==> src/rtl/inst_dec_stage_if.sv <==
// Fetch-to-decode and decode-to-issue handshake bundle for inst_dec_stage.
// master drives the fetch side and consumer ready; slave is the stage.
interface inst_dec_stage_if #(
  parameter int PC_W = 32
);
  logic            IN_VALID;
  logic            IN_READY;
  logic [PC_W-1:0] PC_IN;
  logic [31:0]     INSTR;
  logic            OUT_VALID;
  logic            OUT_READY;
  logic [PC_W-1:0] PC_OUT;
  logic [10:0]     INST_TYPE;
  logic [2:0]      FUNCT3;
  logic [6:0]      FUNCT7;
  logic [4:0]      RS1;
  logic [4:0]      RS2;
  logic [4:0]      RD;
  logic [31:0]     IMM;
  logic            ILLEGAL;

  modport master (
    output IN_VALID, PC_IN, INSTR, OUT_READY,
    input  IN_READY, OUT_VALID, PC_OUT, INST_TYPE,
    input  FUNCT3, FUNCT7, RS1, RS2, RD, IMM, ILLEGAL
  );

  modport slave (
    input  IN_VALID, PC_IN, INSTR, OUT_READY,
    output IN_READY, OUT_VALID, PC_OUT, INST_TYPE,
    output FUNCT3, FUNCT7, RS1, RS2, RD, IMM, ILLEGAL
  );
endinterface

==> src/rtl/inst_dec_stage.sv <==
// RV32I decode stage with a small queue of decoded entries.
// Optional INST_DEC_ILLEGAL_EN adds a per-entry illegal-instruction flag.
module inst_dec_stage #(
  parameter int PC_W   = 32,
  parameter int QDEPTH = 2
) (
  input logic             CLK,
  input logic             RESETN,
  input logic             FLUSH,
  inst_dec_stage_if.slave dec
);
  localparam int AW = $clog2(QDEPTH);
  localparam int CW = AW + 1;

  typedef struct packed {
    logic [PC_W-1:0] pc;
    logic [10:0]     typ;
    logic [2:0]      f3;
    logic [6:0]      f7;
    logic [4:0]      rs1;
    logic [4:0]      rs2;
    logic [4:0]      rd;
    logic [31:0]     imm;
  } ent_t;

  logic [31:0] i;
  logic [6:0]  opc;
  logic [10:0] typ;
  logic [31:0] imm;
  ent_t        ent;

  assign i   = dec.INSTR;
  assign opc = i[6:0];

  always_comb begin
    typ = '0;
    if (i[1:0] == 2'b11) begin
      case (opc)
        7'b0110111: typ[0]  = 1'b1;
        7'b0010111: typ[1]  = 1'b1;
        7'b1101111: typ[2]  = 1'b1;
        7'b1100111: typ[3]  = 1'b1;
        7'b1100011: typ[4]  = 1'b1;
        7'b0000011: typ[5]  = 1'b1;
        7'b0100011: typ[6]  = 1'b1;
        7'b0010011: typ[7]  = 1'b1;
        7'b0110011: typ[8]  = 1'b1;
        7'b0001111: typ[9]  = 1'b1;
        7'b1110011: typ[10] = 1'b1;
        default:    typ     = '0;
      endcase
    end
  end

  always_comb begin
    imm = '0;
    unique case (1'b1)
      typ[3], typ[5], typ[7], typ[9], typ[10]:
        imm = {{20{i[31]}}, i[31:20]};
      typ[6]:
        imm = {{20{i[31]}}, i[31:25], i[11:7]};
      typ[4]:
        imm = {{19{i[31]}}, i[31], i[7],
               i[30:25], i[11:8], 1'b0};
      typ[0], typ[1]:
        imm = {i[31:12], 12'b0};
      typ[2]:
        imm = {{11{i[31]}}, i[31], i[19:12],
               i[20], i[30:21], 1'b0};
      default:
        imm = '0;
    endcase
  end

  assign ent = '{
    pc:  dec.PC_IN,
    typ: typ,
    f3:  i[14:12],
    f7:  i[31:25],
    rs1: i[19:15],
    rs2: i[24:20],
    rd:  i[11:7],
    imm: imm
  };

  ent_t          mem [QDEPTH];
  logic [AW-1:0] rptr;
  logic [AW-1:0] wptr;
  logic [CW-1:0] count;
  logic          push;
  logic          pop;

  assign dec.IN_READY  = count < CW'(QDEPTH);
  assign dec.OUT_VALID = count != '0;
  assign push = dec.IN_VALID && dec.IN_READY;
  assign pop  = dec.OUT_VALID && dec.OUT_READY;

  always_ff @(posedge CLK or negedge RESETN) begin
    if (!RESETN) begin
      count <= '0;
      rptr  <= '0;
      wptr  <= '0;
    end else if (FLUSH) begin
      count <= '0;
      rptr  <= '0;
      wptr  <= '0;
    end else begin
      if (push) wptr <= wptr + 1'b1;
      if (pop)  rptr <= rptr + 1'b1;
      unique case ({push, pop})
        2'b10:   count <= count + 1'b1;
        2'b01:   count <= count - 1'b1;
        default: count <= count;
      endcase
    end
  end

  // Payload is not reset; it is only meaningful while OUT_VALID is high.
  always_ff @(posedge CLK) begin
    if (push && !FLUSH) mem[wptr] <= ent;
  end

  assign dec.PC_OUT    = mem[rptr].pc;
  assign dec.INST_TYPE = mem[rptr].typ;
  assign dec.FUNCT3    = mem[rptr].f3;
  assign dec.FUNCT7    = mem[rptr].f7;
  assign dec.RS1       = mem[rptr].rs1;
  assign dec.RS2       = mem[rptr].rs2;
  assign dec.RD        = mem[rptr].rd;
  assign dec.IMM       = mem[rptr].imm;

`ifdef INST_DEC_ILLEGAL_EN
  logic ill;
  logic ill_mem [QDEPTH];

  always_comb begin
    ill = 1'b0;
    if (typ == '0)
      ill = 1'b1;
    if (typ[8] && ent.f7 != 7'h00 && ent.f7 != 7'h20)
      ill = 1'b1;
    if (ent.f7 == 7'h20 && ent.f3 != 3'b000 && ent.f3 != 3'b101)
      ill = 1'b1;
    if (typ[4] && (ent.f3 == 3'b010 || ent.f3 == 3'b011))
      ill = 1'b1;
    if (typ[3] && ent.f3 != 3'b000)
      ill = 1'b1;
  end

  always_ff @(posedge CLK) begin
    if (push && !FLUSH) ill_mem[wptr] <= ill;
  end

  assign dec.ILLEGAL = ill_mem[rptr];
`else
  assign dec.ILLEGAL = 1'b0;
`endif
endmodule

==> src/flat_wrapper.sv <==
// flat-port wrapper written by rule: the top's interface ports become plain ports
module inst_dec_stage_flat 
#(
  parameter int PC_W   = 32,
  parameter int QDEPTH = 2
)
  (CLK, RESETN, FLUSH, dec_IN_VALID, dec_PC_IN, dec_INSTR, dec_OUT_READY, dec_IN_READY, dec_OUT_VALID, dec_PC_OUT, dec_INST_TYPE, dec_FUNCT3, dec_FUNCT7, dec_RS1, dec_RS2, dec_RD, dec_IMM, dec_ILLEGAL);
  inst_dec_stage_if #(.PC_W(PC_W)) dec_i ();
  input logic CLK;
  input logic RESETN;
  input logic FLUSH;
  input wire logic [$bits(dec_i.IN_VALID)-1:0] dec_IN_VALID;
  input wire logic [$bits(dec_i.PC_IN)-1:0] dec_PC_IN;
  input wire logic [$bits(dec_i.INSTR)-1:0] dec_INSTR;
  input wire logic [$bits(dec_i.OUT_READY)-1:0] dec_OUT_READY;
  output wire logic [$bits(dec_i.IN_READY)-1:0] dec_IN_READY;
  output wire logic [$bits(dec_i.OUT_VALID)-1:0] dec_OUT_VALID;
  output wire logic [$bits(dec_i.PC_OUT)-1:0] dec_PC_OUT;
  output wire logic [$bits(dec_i.INST_TYPE)-1:0] dec_INST_TYPE;
  output wire logic [$bits(dec_i.FUNCT3)-1:0] dec_FUNCT3;
  output wire logic [$bits(dec_i.FUNCT7)-1:0] dec_FUNCT7;
  output wire logic [$bits(dec_i.RS1)-1:0] dec_RS1;
  output wire logic [$bits(dec_i.RS2)-1:0] dec_RS2;
  output wire logic [$bits(dec_i.RD)-1:0] dec_RD;
  output wire logic [$bits(dec_i.IMM)-1:0] dec_IMM;
  output wire logic [$bits(dec_i.ILLEGAL)-1:0] dec_ILLEGAL;
  assign dec_i.IN_VALID = dec_IN_VALID;
  assign dec_i.PC_IN = dec_PC_IN;
  assign dec_i.INSTR = dec_INSTR;
  assign dec_i.OUT_READY = dec_OUT_READY;
  assign dec_IN_READY = dec_i.IN_READY;
  assign dec_OUT_VALID = dec_i.OUT_VALID;
  assign dec_PC_OUT = dec_i.PC_OUT;
  assign dec_INST_TYPE = dec_i.INST_TYPE;
  assign dec_FUNCT3 = dec_i.FUNCT3;
  assign dec_FUNCT7 = dec_i.FUNCT7;
  assign dec_RS1 = dec_i.RS1;
  assign dec_RS2 = dec_i.RS2;
  assign dec_RD = dec_i.RD;
  assign dec_IMM = dec_i.IMM;
  assign dec_ILLEGAL = dec_i.ILLEGAL;
  inst_dec_stage #(.PC_W(PC_W), .QDEPTH(QDEPTH)) u_core (.CLK(CLK), .RESETN(RESETN), .FLUSH(FLUSH), .dec(dec_i));
endmodule
==> config.mk <==
export PLATFORM = sky130hd
export DESIGN_NAME = inst_dec_stage_flat
export DESIGN_NICKNAME = d
export VERILOG_FILES = /design/src/rtl/inst_dec_stage_if.sv /design/src/rtl/inst_dec_stage.sv /design/src/flat_wrapper.sv
export SDC_FILE = /design/constraint.sdc
export NUM_CORES = 1
export LEC_CHECK = 0
export CAP_MARGIN = 0
export CORE_UTILIZATION = 51
export CTS_BUF_LIST = sky130_fd_sc_hd__clkbuf_4 sky130_fd_sc_hd__clkbuf_8 sky130_fd_sc_hd__clkbuf_16
export CTS_CLUSTER_DIAMETER = 60
export CTS_CLUSTER_SIZE = 30
export DETAILED_ROUTE_END_ITERATION = 12
export HOLD_SLACK_MARGIN = 0.05
export PLACE_DENSITY = 0.86
export SLEW_MARGIN = 40
export SYNTH_ARGS = -nofsm -noshare
export SYNTH_HDL_FRONTEND = slang
export SYNTH_SLANG_ARGS = --single-unit
==> constraint.sdc <==
create_clock -name CLK -period 10.1 [get_ports CLK]
set_input_delay 2.02 -clock CLK [delete_from_list [all_inputs] [get_ports CLK]]
set_output_delay 2.02 -clock CLK [all_outputs]
set_load 0.005 [all_outputs]
==> metrics.txt <==
leak pwr=3.46 nW; Clock Tree Root=clkbuf_16; largest net degree at the start of global routing=74; initial core utilization=52.6%; fraction of layout cells with a size suffix above 1=22.9%; Clock Sinks=204; WS Path Type=reg -> out; CTS buffer count=14; commonest non-fill, non-tap cell in the layout=edfxtp_1; CTS clk-pin slew, worst paths=0.09 ns; Overall Global Routing Usage=19.9%; CTS tree=yes; Worst Skew=0.0142 ns; Slowest-stage cell, CP=dfrtp_4; Critical Path Start Type=flop; CP arrival=2.97 ns; hold crit path type=reg -> reg; Reg power frac=54.5%; Hold Path Cell Cnt=2; switching power=0.397 mW; final instance area=0.0105 mm2; Syn Nets=506; synthesized cell area=0.00806 mm2; worst hold margin=0.610 ns; Int Pwr=1.40 mW; Clk Latency, worst-skew pair=0.47 ns; Setup Buffers After CTS=0; CP Cell Sequence=buf_4 -> mux2_2 -> clkdlybuf4s50_1; final worst path period need=4.99 ns; 1st-iter DRT viols=352; Routed Antenna Nets=0; peak supply drop=0.000142 V; post-route setup slack=5.11 ns; Critical Path Max Stage Delay=0.83 ns; # resized after CTS=0; reg2reg start=u_core.count[1]$_DFFE_PN0P_; drt wl/cell=19.8 um; cts hold-fix bufs=0; # IOs=172; RR Endpoint=u_core.mem[1][11]$_DFFE_PP_; ANT cells=0; ys flop type=edfxtp_1; Placed Area=0.00998 mm2; Max Cap Viol=0; ys async rst share=1.96%; Post-synth EDFFs=200; status=complete, no violations; WP data required=8.08 ns; Final #Nets=676; GPL Wtd Cong=0.776; port bufs=170; final setup TNS=0 ns; switching share of power=22.1%; Tcrit/Tclk final=49.4%; initial antenna violation count=0; dpl ws=5.57 ns; Final setup viols=0; # rows=45; Setup crit end=dec_IMM[19]; Crit. Startpoint=u_core.rptr$_DFFE_PN0P_; r2r setup slk=7.69 ns; Mapped Cells=437; Ys Warns=0; Gate power share=11.3%; CP bufs+invs=2; register area share after synthesis=75.8%; FF+latch count, synth=204; detailed-route via count=4480; post-synthesis average cell area=18.4 um2; critical path peak fanout=56; Post-Route WL=16.4 mm; Via density=5.42; RSZ-0062 raised after global routing=false; die width=128 um; Worst Max-Slew Pin Slew=0.771 ns; Pwr per Cell Area=171 mW/mm2; vias in the first global route=4565; Yosys cell types=42; Max transition margin=48.6%; most frequent cells in the layout=edfxtp_1, clkdlybuf4s50_1, mux2_2; final hold violations=0; Final Core Density=68.4%; R2R cell count=4; Critical Path Stages=3; height of the die=128 um; H-tree levels=1; Die Area=0.0163 mm2; global route overflow=0; core area=0.0153 mm2; clock power share=34.2%; DRC=0; Fmax achieved=0.201 GHz; first-pass GRT wire length=24.9 mm; cell family with most CP delay=buffers and inverters; area grow syn2layout=30.0%; CP Capture Type=output port; clock buffer depth=3; first-pass detailed-route iteration total=5; fin. max-slew vios=0; HPWL Detailed=10.5 mm
-- stage by stage --
| step | total power, mW | cells |
|---|---|---|
| detailed placement | 1.20 | 802 |
| CTS | 1.81 | 826 |
| global route | 1.85 | 826 |
| finish | 1.80 | 826 |
| global placement | 1.20 | 802 |
| floorplan | 1.09 | 437 |
-- state kept, by name (all words and copies together), names as in the netlist --
name / flops
u_core.count: 2
u_core.rptr: 1
u_core.mem: 200
u_core.wptr: 1
-- power by group through the flow --
stage	logic, mW	registers [mW]	clock network, mW
final	0.203	0.980	0.614
after global routing	0.216	0.984	0.653
after CTS	0.205	0.981	0.626
after detailed placement	0.203	1.00	0
after global placement	0.198	0.997	0
after floorplan	0.0884	0.997	0
-- worst min-delay path by stage --
stage	startpoint	to	slack, ns
global route	u_core.wptr$_DFFE_PN0P_	u_core.wptr$_DFFE_PN0P_	0.67
floorplan	u_core.wptr$_DFFE_PN0P_	u_core.wptr$_DFFE_PN0P_	0.52
finish	u_core.wptr$_DFFE_PN0P_	u_core.wptr$_DFFE_PN0P_	0.61
global placement	u_core.count[1]$_DFFE_PN0P_	u_core.count[0]$_DFFE_PN0P_	0.57
CTS	u_core.wptr$_DFFE_PN0P_	u_core.wptr$_DFFE_PN0P_	0.62
detailed placement	u_core.wptr$_DFFE_PN0P_	u_core.wptr$_DFFE_PN0P_	0.59
-- area by class of cell --
type	count	area, um2
clock inverter	9	125
clock buffer	15	375
sequential	204	6110
tap	211	264
timing repair buffer	175	1750
multi-input combinational	209	1850
inverter	3	11.3
fill	1052	4840
-- cell usage after synthesis, types with 2 or more instances --
library cell | number | area share, %
a211oi_1 | 2 | 0.19
a21o_1 | 11 | 1.0
a21oi_1 | 4 | 0.25
a21oi_2 | 2 | 0.22
a31oi_1 | 2 | 0.16
a32o_1 | 5 | 0.62
and2_1 | 8 | 0.62
buf_2 | 14 | 0.87
buf_4 | 2 | 0.19
buf_6 | 2 | 0.28
clkbuf_1 | 3 | 0.14
dfrtp_1 | 4 | 1.2
edfxtp_1 | 200 | 75
inv_1 | 3 | 0.14
mux2_2 | 100 | 14
mux2i_1 | 2 | 0.25
nand2_1 | 9 | 0.42
nand2b_1 | 3 | 0.23
nand3_1 | 11 | 0.68
nor2_1 | 10 | 0.47
nor3_1 | 2 | 0.12
nor3b_1 | 2 | 0.19
nor4_1 | 3 | 0.23
o21a_1 | 2 | 0.19
o21ai_1 | 11 | 0.68
xor2_1 | 4 | 0.43
-- routing by layer --
| layer | global-route usage, % | share of wire, % | vias up |
|---|---|---|---|
| met3 | 4.84 | 7.3 | 23 |
| met2 | 33.8 | 49 | 173 |
| li1 | - | - | 2048 |
| met4 | 4.64 | 1.8 | 0 |
| met1 | 26.2 | 42 | 2236 |
| met5 | 0 | 0 | - |
-- logic make-up after synthesis --
group / synth area share (%)
mux: 14.2
other cells: 0.0465
flops: 75.8
buf+inv: 1.61
xor+xnor: 0.435
compound gates: 3.88
simple gates: 4.04
-- worst reg2reg max path: stages (launching register included) --
cell and delay (ns):
dfrtp_1 0.44, nand2b_1 0.26, nor3b_4 0.25, buf_4 0.40, buf_6 0.65
(Power assumes the default switching activity.)
